--- src/rtl/collision_manager_if.sv ---
// Frame-level handshake between the player/obstacle stages and the collision manager.
// slave is the manager side; master is whoever drives frames, hazards and player pose.
interface collision_manager_if #(
  parameter int NUM_LANES = 3,
  parameter int SCORE_W   = 16
);
  logic                 frame_done;
  logic                 start_pulse;
  logic [1:0]           lane;
  logic                 jump_clear;
  logic                 slide_clear;
  logic [NUM_LANES-1:0] hazard_low;
  logic [NUM_LANES-1:0] hazard_high;
  logic [NUM_LANES-1:0] hazard_block;
  logic                 game_active;
  logic                 game_over;
  logic [2:0]           lives;
  logic                 hit_pulse;
  logic                 player_blink;
  logic [SCORE_W-1:0]   score;

  modport slave (
    input  frame_done, start_pulse, lane, jump_clear, slide_clear,
           hazard_low, hazard_high, hazard_block,
    output game_active, game_over, lives, hit_pulse, player_blink, score
  );

  modport master (
    output frame_done, start_pulse, lane, jump_clear, slide_clear,
           hazard_low, hazard_high, hazard_block,
    input  game_active, game_over, lives, hit_pulse, player_blink, score
  );
endinterface

--- src/rtl/collision_manager.sv ---
// Per-frame collision check of the player against lane hazards; owns game state,
// lives, post-hit invulnerability and the saturating frame-count score.
module collision_lane (
  input  logic low,
  input  logic high,
  input  logic block,
  input  logic jump_clear,
  input  logic slide_clear,
  output logic hit
);
  assign hit = block | (low & ~jump_clear) | (high & ~slide_clear);
endmodule

module collision_manager #(
  parameter int LIVES         = 3,
  parameter int INVULN_FRAMES = 60,
  parameter int SCORE_W       = 16,
  parameter int NUM_LANES     = 3
) (
  input  logic                clock,
  input  logic                reset_n,
  collision_manager_if.slave  bus
);
  typedef enum logic [1:0] {IDLE, RUN, INVULN, OVER} state_t;

  state_t               state;
  logic [2:0]           lives;
  logic [7:0]           invuln_cnt;
  logic [SCORE_W-1:0]   score;
  logic                 start_pending;
  logic                 hit_pulse;
  logic                 game_active;
  logic                 game_over;

  logic [NUM_LANES-1:0] lane_hit;
  logic [1:0]           lane_sel;
  logic                 hit;
  logic [SCORE_W-1:0]   score_inc;

  genvar g;
  generate
    for (g = 0; g < NUM_LANES; g++) begin : g_lane
      collision_lane u_lane (
        .low         (bus.hazard_low[g]),
        .high        (bus.hazard_high[g]),
        .block       (bus.hazard_block[g]),
        .jump_clear  (bus.jump_clear),
        .slide_clear (bus.slide_clear),
        .hit         (lane_hit[g])
      );
    end
  endgenerate

  // Lane code 3 is not a real lane; the player stage treats it as centre.
  assign lane_sel  = (bus.lane == 2'd3) ? 2'd1 : bus.lane;
  assign hit       = lane_hit[lane_sel];
  assign score_inc = (&score) ? score : score + SCORE_W'(1);

  always_ff @(posedge clock or negedge reset_n) begin
    if (!reset_n) begin
      state         <= IDLE;
      lives         <= 3'(LIVES);
      invuln_cnt    <= '0;
      score         <= '0;
      start_pending <= 1'b0;
      hit_pulse     <= 1'b0;
      game_active   <= 1'b0;
      game_over     <= 1'b0;
    end else begin
      hit_pulse <= 1'b0;
      // A press landing on the frame edge itself is held for the next frame.
      if (bus.start_pulse)     start_pending <= 1'b1;
      else if (bus.frame_done) start_pending <= 1'b0;

      if (bus.frame_done) begin
        case (state)
          IDLE, OVER: begin
            if (start_pending) begin
              state       <= RUN;
              lives       <= 3'(LIVES);
              score       <= '0;
              invuln_cnt  <= '0;
              game_active <= 1'b1;
              game_over   <= 1'b0;
            end
          end
          RUN: begin
            score <= score_inc;
            if (hit) begin
              hit_pulse <= 1'b1;
              if (lives > 3'd1) begin
                state      <= INVULN;
                lives      <= lives - 3'd1;
                invuln_cnt <= 8'(INVULN_FRAMES);
              end else begin
                state       <= OVER;
                lives       <= '0;
                game_active <= 1'b0;
                game_over   <= 1'b1;
              end
            end
          end
          INVULN: begin
            score      <= score_inc;
            invuln_cnt <= invuln_cnt - 8'd1;
            if (invuln_cnt == 8'd1) state <= RUN;
          end
          default: state <= IDLE;
        endcase
      end
    end
  end

  assign bus.game_active  = game_active;
  assign bus.game_over    = game_over;
  assign bus.lives        = lives;
  assign bus.hit_pulse    = hit_pulse;
  assign bus.score        = score;
  assign bus.player_blink = (state == INVULN) & invuln_cnt[2];
endmodule
--- src/flat_wrapper.sv ---
// flat-port wrapper written by rule: the top's interface ports become plain ports
module collision_manager_flat 
#(
  parameter int LIVES         = 3,
  parameter int INVULN_FRAMES = 60,
  parameter int SCORE_W       = 16,
  parameter int NUM_LANES     = 3
)
  (clock, reset_n, bus_frame_done, bus_start_pulse, bus_lane, bus_jump_clear, bus_slide_clear, bus_hazard_low, bus_hazard_high, bus_hazard_block, bus_game_active, bus_game_over, bus_lives, bus_hit_pulse, bus_player_blink, bus_score);
  collision_manager_if #(.NUM_LANES(NUM_LANES), .SCORE_W(SCORE_W)) bus_i ();
  input  logic clock;
  input  logic reset_n;
  input wire logic [$bits(bus_i.frame_done)-1:0] bus_frame_done;
  input wire logic [$bits(bus_i.start_pulse)-1:0] bus_start_pulse;
  input wire logic [$bits(bus_i.lane)-1:0] bus_lane;
  input wire logic [$bits(bus_i.jump_clear)-1:0] bus_jump_clear;
  input wire logic [$bits(bus_i.slide_clear)-1:0] bus_slide_clear;
  input wire logic [$bits(bus_i.hazard_low)-1:0] bus_hazard_low;
  input wire logic [$bits(bus_i.hazard_high)-1:0] bus_hazard_high;
  input wire logic [$bits(bus_i.hazard_block)-1:0] bus_hazard_block;
  output wire logic [$bits(bus_i.game_active)-1:0] bus_game_active;
  output wire logic [$bits(bus_i.game_over)-1:0] bus_game_over;
  output wire logic [$bits(bus_i.lives)-1:0] bus_lives;
  output wire logic [$bits(bus_i.hit_pulse)-1:0] bus_hit_pulse;
  output wire logic [$bits(bus_i.player_blink)-1:0] bus_player_blink;
  output wire logic [$bits(bus_i.score)-1:0] bus_score;
  assign bus_i.frame_done = bus_frame_done;
  assign bus_i.start_pulse = bus_start_pulse;
  assign bus_i.lane = bus_lane;
  assign bus_i.jump_clear = bus_jump_clear;
  assign bus_i.slide_clear = bus_slide_clear;
  assign bus_i.hazard_low = bus_hazard_low;
  assign bus_i.hazard_high = bus_hazard_high;
  assign bus_i.hazard_block = bus_hazard_block;
  assign bus_game_active = bus_i.game_active;
  assign bus_game_over = bus_i.game_over;
  assign bus_lives = bus_i.lives;
  assign bus_hit_pulse = bus_i.hit_pulse;
  assign bus_player_blink = bus_i.player_blink;
  assign bus_score = bus_i.score;
  collision_manager #(.LIVES(LIVES), .INVULN_FRAMES(INVULN_FRAMES), .SCORE_W(SCORE_W), .NUM_LANES(NUM_LANES)) u_core (.clock(clock), .reset_n(reset_n), .bus(bus_i));
endmodule
--- config.mk ---
export PLATFORM = sky130hd
export DESIGN_NAME = collision_manager_flat
export DESIGN_NICKNAME = d
export VERILOG_FILES = /design/src/rtl/collision_manager_if.sv /design/src/rtl/collision_manager.sv /design/src/flat_wrapper.sv
export SDC_FILE = /design/constraint.sdc
export NUM_CORES = 1
export LEC_CHECK = 0
export CAP_MARGIN = 0
export CORE_ASPECT_RATIO = 1.5
export CORE_MARGIN = 2
export CORE_UTILIZATION = 47
export DETAILED_ROUTE_END_ITERATION = 8
export GPL_TIMING_DRIVEN = 0
export PLACE_DENSITY = 0.77
export SETUP_SLACK_MARGIN = 0.15
export SLEW_MARGIN = 20
export SYNTH_ARGS = -nofsm -noshare
export SYNTH_HDL_FRONTEND = slang
export SYNTH_SLANG_ARGS = --single-unit
--- constraint.sdc ---
create_clock -name clock -period 1.97 [get_ports clock]
set_input_delay 0.394 -clock clock [delete_from_list [all_inputs] [get_ports clock]]
set_output_delay 0.394 -clock clock [all_outputs]
set_load 0.01 [all_outputs]
==> flow_summary.rst <==
.. list-table::
   :header-rows: 1

   * - Metric
     - Value
   * - Global Route Usage Sum
     - approximately 24%
   * - # fillers
     - approximately 340
   * - Antenna diode instance count
     - 0
   * - PwrDens
     - about 1200 nW/um^2
   * - Number of standard cells after synthesis
     - approximately 220
   * - Violated checks
     - negative setup slack
   * - Relative slew slack
     - 68.21%
   * - Data arrival, critical path
     - 2.22 ns
   * - Standard cell with the maximum stage delay on the critical path
     - sky130_fd_sc_hd__dfstp_2
   * - Average wire per standard cell
     - ~17 um
   * - Io pins
     - 40
   * - Clock edge transition at the registers on the reported setup and hold paths
     - ~0.070 ns
   * - Ratio of cells with drive above 1 in the final layout
     - between 20% and 30%
   * - Commonest non-fill, non-tap cells in the layout
     - sky130_fd_sc_hd__clkdlybuf4s50_1 (32), sky130_fd_sc_hd__dfrtp_1 (29), sky130_fd_sc_hd__nand2_1 (24)
   * - Root Driver
     - sky130_fd_sc_hd__clkbuf_8
   * - Critical Path Start Type
     - flop
   * - Total power draw
     - 3665 uW
   * - Setup repair after global routing missed its margin
     - yes
   * - Max Clock Freq
     - roughly 0.50 GHz
   * - Yosys warnings
     - 0
   * - Total grt overflow
     - 0
   * - Required @ worst endpoint
     - approximately 2.2 ns
   * - Standard cell core area
     - approximately 4200 um^2
   * - Leakage power
     - ~0.0012 uW
   * - Ys flop type
     - sky130_fd_sc_hd__dfrtp_1
   * - Die Y
     - around 85 um
   * - Max capacitance violation total
     - 0
   * - Clock buffer depth
     - 2
   * - Synthesized area per cell
     - around 9.1 um^2
   * - Number of rows in the core area
     - 29
   * - Antenna violations before repair
     - 0
   * - Total Neg Setup Slack
     - -0.07098 ns
   * - Distinct cell type count of the synthesized netlist
     - 55
   * - Max-slew violations
     - 0
   * - Min Tclk post-route
     - between 2 and 2.5 ns
   * - Clock tree from TritonCTS
     - done
   * - Synthesized cell area
     - a little over 2000 um^2
   * - Post-synthesis sequential element count
     - 33
   * - DRC violation total after the first TritonRoute iteration
     - 65
   * - Slew @ Worst Pin
     - between 0.4 and 0.5 ns
   * - Final period utilization
     - 101.7%
   * - Post-layout instance count excluding filler cells
     - roughly 340
   * - Final HPWL DP
     - approximately 3.7 mm
   * - Antenna-violating nets left
     - 0
   * - Type of the tightest min-delay check
     - input port to asynchronous set/reset pin
   * - Post-synthesis sequential area ratio
     - 40.66%
   * - Number of buffers inserted by port buffering
     - 39
   * - Vias
     - 2,063
   * - Synthesis-to-finish area growth
     - 45.76%
   * - Total length of routed wires
     - roughly 5.6 mm
   * - DR vias/cell
     - 6.086
   * - Largest net degree at the start of global routing
     - 25
   * - Overall die area
     - 4887 um^2
   * - Clock latency on the worst-skew pair
     - between 0.2 and 0.3 ns
   * - TritonCTS Sinks
     - 33
   * - Result of the run
     - complete, but fails checks
   * - Proportion of register bits with asynchronous set or reset after synthesis
     - 100.0%
   * - Family of cells with the greatest summed delay on the critical path
     - compound AO/OA/AOI/OAI gates
   * - Net count of the finished layout
     - about 320
   * - Initial DRT Pass Iterations
     - 4
   * - Mapped Nets
     - 248
   * - Number of failing hold endpoints at the final stage
     - 0
   * - Ranking of synthesized cells by area
     - sky130_fd_sc_hd__dfrtp_1 (38%), sky130_fd_sc_hd__nand2_1 (4.6%), sky130_fd_sc_hd__ha_1 (4.3%)
   * - Yosys top cell area share
     - a little under two fifths
   * - Number of flops mapped to enable cells by yosys
     - 0
   * - Longest individual stage delay on the worst path
     - 0.55 ns
   * - Inst Count DP
     - 310
   * - Final worst slack
     - -0.03288 ns
   * - Horizontal die dimension
     - 57.75 um
   * - Setup Skew
     - a little under 0.006 ns
   * - Setup Crit Path Kind
     - flop to flop
   * - Remaining DRCs
     - 0
   * - Commonest non-fill, non-tap cell in the layout
     - sky130_fd_sc_hd__clkdlybuf4s50_1
   * - Final worst hold slack
     - between 0.4 and 0.5 ns
   * - Cell-by-cell trace of the critical path
     - inv_2 > ha_4 > o21ba_4 > nor2_4 > o41a_1 > o31a_1 > o2bb2ai_2
   * - Peak fanout along the critical path
     - 7
   * - RD Place Congestion
     - 0.8873
   * - Number of buffers inserted during clock tree synthesis
     - 5
   * - Final setup vio count
     - 4
   * - Endpoint type of the worst setup path
     - flop
   * - Number of levels the H-tree was split into
     - 2
   * - Peak supply drop
     - 0.8708 mV
   * - Crit path buffers/inverters
     - 1
   * - Wire length of the first global-routing pass
     - around 9.3 mm
   * - Initial core utilization
     - 48.39%
   * - Cell taking the most area after synthesis
     - sky130_fd_sc_hd__dfrtp_1
   * - Vias in the first global route
     - a little under 2k
## per-layer routing
| metal | share of wire, % | GRT usage [%] | vias up |
|---|---|---|---|
| met3 | 4.2 | 3.698 | 17 |
| met2 | 55 | 42.87 | 79 |
| met4 | 3.2 | 12.68 | 0 |
| met1 | 38 | 27.75 | 986 |
| met5 | 0 | 0 | - |
| li1 | - | - | 981 |
## kinds of logic (layout without fill, tap and decap cells)
kind of cell | count (synthesis) | after routing | share of synthesized area (%)
flip-flops | 33 | 33 | 40.66
buffers and inverters | 19 | 88 | 4.299
adder cells (fa/ha/maj) | 7 | 7 | 4.300
AND/OR/NAND/NOR | 88 | 88 | 23.16
multiplexers | 4 | 4 | 1.966
AO/OA/AOI/OAI | 73 | 73 | 25.62
## report_power, final
group          switching [uW]  internal [uW]  leakage (uW)  total (uW)
Clock                     257            285     0.0000455         543
Sequential                253            880      0.000425        1130
Combinational            1050            937      0.000756        1990
Total                    1560           2100       0.00123        3660
## registers in the layout (all words and copies together) (netlist names)
signal / count
u_core.bus.game_active: 1
u_core.bus.game_over: 1
u_core.bus.hit_pulse: 1
u_core.bus.lives: 3
u_core.bus.score: 16
u_core.invuln_cnt: 8
u_core.start_pending: 1
u_core.state: 2
## Yosys cell counts, types with 2 or more instances
cell type,n
sky130_fd_sc_hd__dfrtp_1,31
sky130_fd_sc_hd__nand2_1,25
sky130_fd_sc_hd__o21ai_0,17
sky130_fd_sc_hd__nor2_1,16
sky130_fd_sc_hd__a21oi_1,11
sky130_fd_sc_hd__inv_1,11
sky130_fd_sc_hd__nand3_1,10
sky130_fd_sc_hd__nor3_1,8
sky130_fd_sc_hd__ha_1,7
sky130_fd_sc_hd__o31ai_1,7
sky130_fd_sc_hd__a21o_1,4
sky130_fd_sc_hd__clkbuf_1,4
sky130_fd_sc_hd__mux2i_1,4
sky130_fd_sc_hd__o21ai_1,4
sky130_fd_sc_hd__a211o_1,3
sky130_fd_sc_hd__a31oi_1,3
sky130_fd_sc_hd__nand2b_1,3
sky130_fd_sc_hd__nand4_1,3
sky130_fd_sc_hd__nor3b_1,3
sky130_fd_sc_hd__nor4b_1,3
sky130_fd_sc_hd__or3_1,3
sky130_fd_sc_hd__or4_1,3
sky130_fd_sc_hd__a221oi_1,2
sky130_fd_sc_hd__a31o_2,2
sky130_fd_sc_hd__and3_1,2
sky130_fd_sc_hd__buf_6,2
sky130_fd_sc_hd__dfstp_2,2
sky130_fd_sc_hd__o21a_1,2
sky130_fd_sc_hd__o2bb2ai_1,2
sky130_fd_sc_hd__o41ai_1,2
## final cells by class
| type | instances | area [um^2] | share of cell area, % |
|---|---|---|---|
| Sequential cell | 33 | 830.8 | 27.98 |
| Buffer | 7 | 53.80 | 1.812 |
| Clock buffer | 8 | 90.09 | 3.034 |
| Timing Repair Buffer | 61 | 565.5 | 19.05 |
| Tap cell | 46 | 57.56 | 1.938 |
| Multi-Input combinational cell | 172 | 1324 | 44.58 |
| Inverter | 12 | 47.55 | 1.601 |
## repair_timing
item                                   4_1_cts  5_1_grt
pin swaps                                    6        7
setup buffers                               15        4
setup endpoints to repair                   33       32
resized for setup                           26       22
hold buffers                                 1        0
endpoints found under the hold margin        9        0
gates cloned                                 1        0
## path summary, 6_finish.rpt
check	cells past startpoint	start	endpoint	slack, ns
setup / recovery	7	u_core.bus.lives[1]	u_core.invuln_cnt[4]	-0.03
hold / removal	2	reset_n	u_core.bus.score[2]	0.50
setup reg to reg	7	u_core.bus.lives[1]	u_core.invuln_cnt[4]	-0.03
hold reg to reg	2	u_core.invuln_cnt[6]	u_core.invuln_cnt[6]	0.52
max in group asynchronous	3	reset_n	u_core.bus.lives[0]	0.99
min in group clock	2	u_core.invuln_cnt[6]	u_core.invuln_cnt[6]	0.52
## per-stage QoR
| step | util [%] | setup slack (ns) | area, um^2 |
|---|---|---|---|
| 6_report | 70.54 | -0.03288 | 2969 |
| 4_1_cts | 68.01 | 0.02234 | 2863 |
| 2_1_floorplan | - | 0.07254 | 2090 |
| 3_3_place_gp | 60.29 | -0.4395 | 2537 |
| 5_1_grt | 70.54 | -0.1051 | 2969 |
| 3_5_place_dp | 60.64 | -0.4373 | 2552 |
No activity file was read; power rests on OpenSTA's default activity.
==> RTL change (same flow settings) <==
`NUM_LANES` is set to 3 in 3 places; all go to 6.
--- a/src/rtl/collision_manager_if.sv
+++ b/src/rtl/collision_manager_if.sv
@@ -1,7 +1,7 @@
 // Frame-level handshake between the player/obstacle stages and the collision manager.
 // slave is the manager side; master is whoever drives frames, hazards and player pose.
 interface collision_manager_if #(
-  parameter int NUM_LANES = 3,
+  parameter int NUM_LANES = 6,
   parameter int SCORE_W   = 16
 );
   logic                 frame_done;
--- a/src/rtl/collision_manager.sv
+++ b/src/rtl/collision_manager.sv
@@ -15,7 +15,7 @@
   parameter int LIVES         = 3,
   parameter int INVULN_FRAMES = 60,
   parameter int SCORE_W       = 16,
-  parameter int NUM_LANES     = 3
+  parameter int NUM_LANES     = 6
 ) (
   input  logic                clock,
   input  logic                reset_n,
--- a/src/flat_wrapper.sv
+++ b/src/flat_wrapper.sv
@@ -4,7 +4,7 @@
   parameter int LIVES         = 3,
   parameter int INVULN_FRAMES = 60,
   parameter int SCORE_W       = 16,
-  parameter int NUM_LANES     = 3
+  parameter int NUM_LANES     = 6
 )
   (clock, reset_n, bus_frame_done, bus_start_pulse, bus_lane, bus_jump_clear, bus_slide_clear, bus_hazard_low, bus_hazard_high, bus_hazard_block, bus_game_active, bus_game_over, bus_lives, bus_hit_pulse, bus_player_blink, bus_score);
   collision_manager_if #(.NUM_LANES(NUM_LANES), .SCORE_W(SCORE_W)) bus_i ();
Interface: changed (resized bus_hazard_block, bus_hazard_high and bus_hazard_low); port bits go from 40 to 49. The function was not compared with the original's and may differ.
==> RTL change against the unedited design <==
The flow still finishes with violations (setup timing). Clock skew fell by 0.00051 ns. Worst hold slack lost 0.46 ns. Critical path depth increased by 1. Sequential cell count unchanged. Die area increased by 0.40%. Via count shrank 0.39%. Worst setup slack worse by 0.095 ns. Cell count is 1.2% higher. Final area rose by 2.4%. Synthesized area increased by 0.43%. Routed wire length increased by 0.25%. Global-route usage decreased by 1.7 points. Power grew 19%.
==> RTL change: results (changes against the unedited design) <==
run status complete, but fails checks; violated checks setup timing; cell types occupying the most area after synthesis sky130_fd_sc_hd__dfrtp_1 38%, sky130_fd_sc_hd__o21ai_0 4.4%, sky130_fd_sc_hd__ha_1 4.3%; CTS root buf sky130_fd_sc_hd__clkbuf_8; final setup slack of the worst path -0.1279 ns (-0.09498 ns); top_reg_cell synth sky130_fd_sc_hd__dfrtp_1; post-synthesis sequential area ratio 40.49% (-0.17 points); most instantiated cells after synthesis 31 x sky130_fd_sc_hd__dfrtp_1, 23 x sky130_fd_sc_hd__nand2_1, 18 x sky130_fd_sc_hd__o21ai_0; global-route usage over all layers 22.74% (-1.7 points); number of diodes added for antenna fixing 0 (unchanged); share of post-route cells with drive strength above 1 25.59% (-0.35 points); cell family contributing the most delay on the critical path flip-flops; clock latency reported for the late side of the worst-skew pair 0.29 ns (about the same); Synth Net Count 257 (+3.6%); cell area after placement 2521 µm² (-1.2%); H-tree levels 2 (unchanged); Total Neg Setup Slack -0.2949 ns (-0.2239 ns); Worst Path Max Fanout 7 (unchanged); total number of vias 2055 (-0.39%); transition time of the tightest slew-check pin 0.5834 ns (+0.1066 ns); Worst Skew 0.005320 ns (-0.0005100 ns); TritonCTS buffer count 5 (unchanged); vias in the first global route 1929 (-3.1%); critical path startpoint u_core.bus.lives[1]$_DFFE_PN1P_; clk slew on worst S/H paths 0.08 ns; registers with the highest flip-flop counts u_core.bus.score x16, u_core.invuln_cnt x8, u_core.bus.lives x3; filler cell count in the final layout 308 (-9.7%); count of yosys warnings during synthesis 0 (unchanged); maximum count of clock buffers along a single path 2 (unchanged); Sw Share 39.61% (-3.0 points); first-pass detailed-route iteration total 4 (unchanged); net count reported at finish 329 (+4.1%); Place WS -0.4175 ns (+0.01982 ns); async set-or-reset flop fraction in the synthesized netlist 100.0% (unchanged); library cells used by synthesis 55 (unchanged); Worst path max stage delay approximately 0.54 ns; pin count of the biggest net entering global routing 18 (-28%); global-route wire length before repair 8.769 mm (-6.1%); number of violations reported at the end of detailed-routing iteration 0 52 (-20%); # port buffers 39 (unchanged); crit path max-delay cell type sky130_fd_sc_hd__dfstp_2; weighted congestion at the end of routability-driven global placement 0.9119 (+2.8%); total half-perimeter wirelength after legalization and detailed placement 3.661 mm (-1.5%); highest ir drop seen on vdd 0.001120 V (+29%); antenna violations before repair 0 (unchanged); Setup-failing EPs final 6 (+2); leakage power 1.303 nW (+6.2%); routed length per instance 16.50 µm (-0.92%)
==> RTL change: cell count changes after synthesis, moves of 3 or more <==
cell / unedited run / this run
sky130_fd_sc_hd__nor4_1: 0 / 3
sky130_fd_sc_hd__and2_1: 1 / 4
sky130_fd_sc_hd__nor2_1: 16 / 13
sky130_fd_sc_hd__inv_1: 11 / 14
sky130_fd_sc_hd__o21ai_1: 4 / 0
sky130_fd_sc_hd__a21oi_1: 11 / 15
sky130_fd_sc_hd__o41ai_1: 2 / 6
==> RTL change: per-stage QoR <==
step                cells  utilization (%)  total power [mW]
finish                343            72.21             4.374
global route          343            72.21             4.643
CTS                   332            68.04             3.998
detailed placement    310            59.90             2.927
global placement      309            59.36             2.880
floorplan             224                -             2.276
==> RTL change: cells by family after synthesis <==
logic type	share of synthesized area (%)
simple gates	20.67
fa+ha+maj	4.281
flops	40.49
compound gates	25.51
buf+inv	5.871
mux	3.180
==> RTL change: timing repair <==
| item | in CTS | in global routing |
|---|---|---|
| endpoints found under the setup margin | 29 | 28 |
| setup buffers | 14 | 10 |
| gates cloned | 0 | 1 |
| gates resized for setup | 23 | 17 |
| hold buffers | 0 | 0 |
| pin swaps | 5 | 9 |
==> RTL change: worst paths after layout <==
path,end,cells after the start,slack (ns)
min reg2reg,u_core.invuln_cnt[7]$_DFFE_PN0P_,1,0.52
min in group clock,u_core.invuln_cnt[7]$_DFFE_PN0P_,1,0.52
max in group asynchronous,u_core.bus.lives[0]$_DFFE_PN1P_,2,1.41
min,u_core.bus.score[9]$_DFFE_PN0P_,1,0.03
max reg2reg,u_core.invuln_cnt[1]$_DFFE_PN0P_,8,-0.13
max,u_core.invuln_cnt[1]$_DFFE_PN0P_,8,-0.13
==> RTL change: metal layers <==
metal	up-vias	share of wire, %	global-route usage (%)	routed length (µm)
li1	972	-	-	-
met1	1009	39	25.99	2216
met2	65	54	41.12	3050
met3	9	5.3	4.468	301
met4	0	1.6	7.611	89
met5	-	0	0	0
==> RTL change: area by class of cell <==
| type | count | area (µm²) | share of cell area, % |
|---|---|---|---|
| clock buffers | 5 | 68.82 | 2.264 |
| plain buffers | 9 | 71.32 | 2.347 |
| flip-flops and latches | 33 | 828.3 | 27.25 |
| repair buffers | 65 | 638.1 | 21.00 |
| clock inverters | 3 | 65.06 | 2.141 |
| inverters | 14 | 60.06 | 1.976 |
| well taps | 46 | 57.56 | 1.894 |
| multi-input cells | 168 | 1250 | 41.13 |
==> RTL change: power groups by stage <==
stage | Combinational (mW) | Clock (mW) | Sequential (mW)
detailed placement | 1.75 | 0 | 1.18
CTS | 2.05 | 0.777 | 1.17
finish | 2.41 | 0.782 | 1.19
floorplan | 1.08 | 0 | 1.19
global route | 2.62 | 0.799 | 1.22
global placement | 1.71 | 0 | 1.17
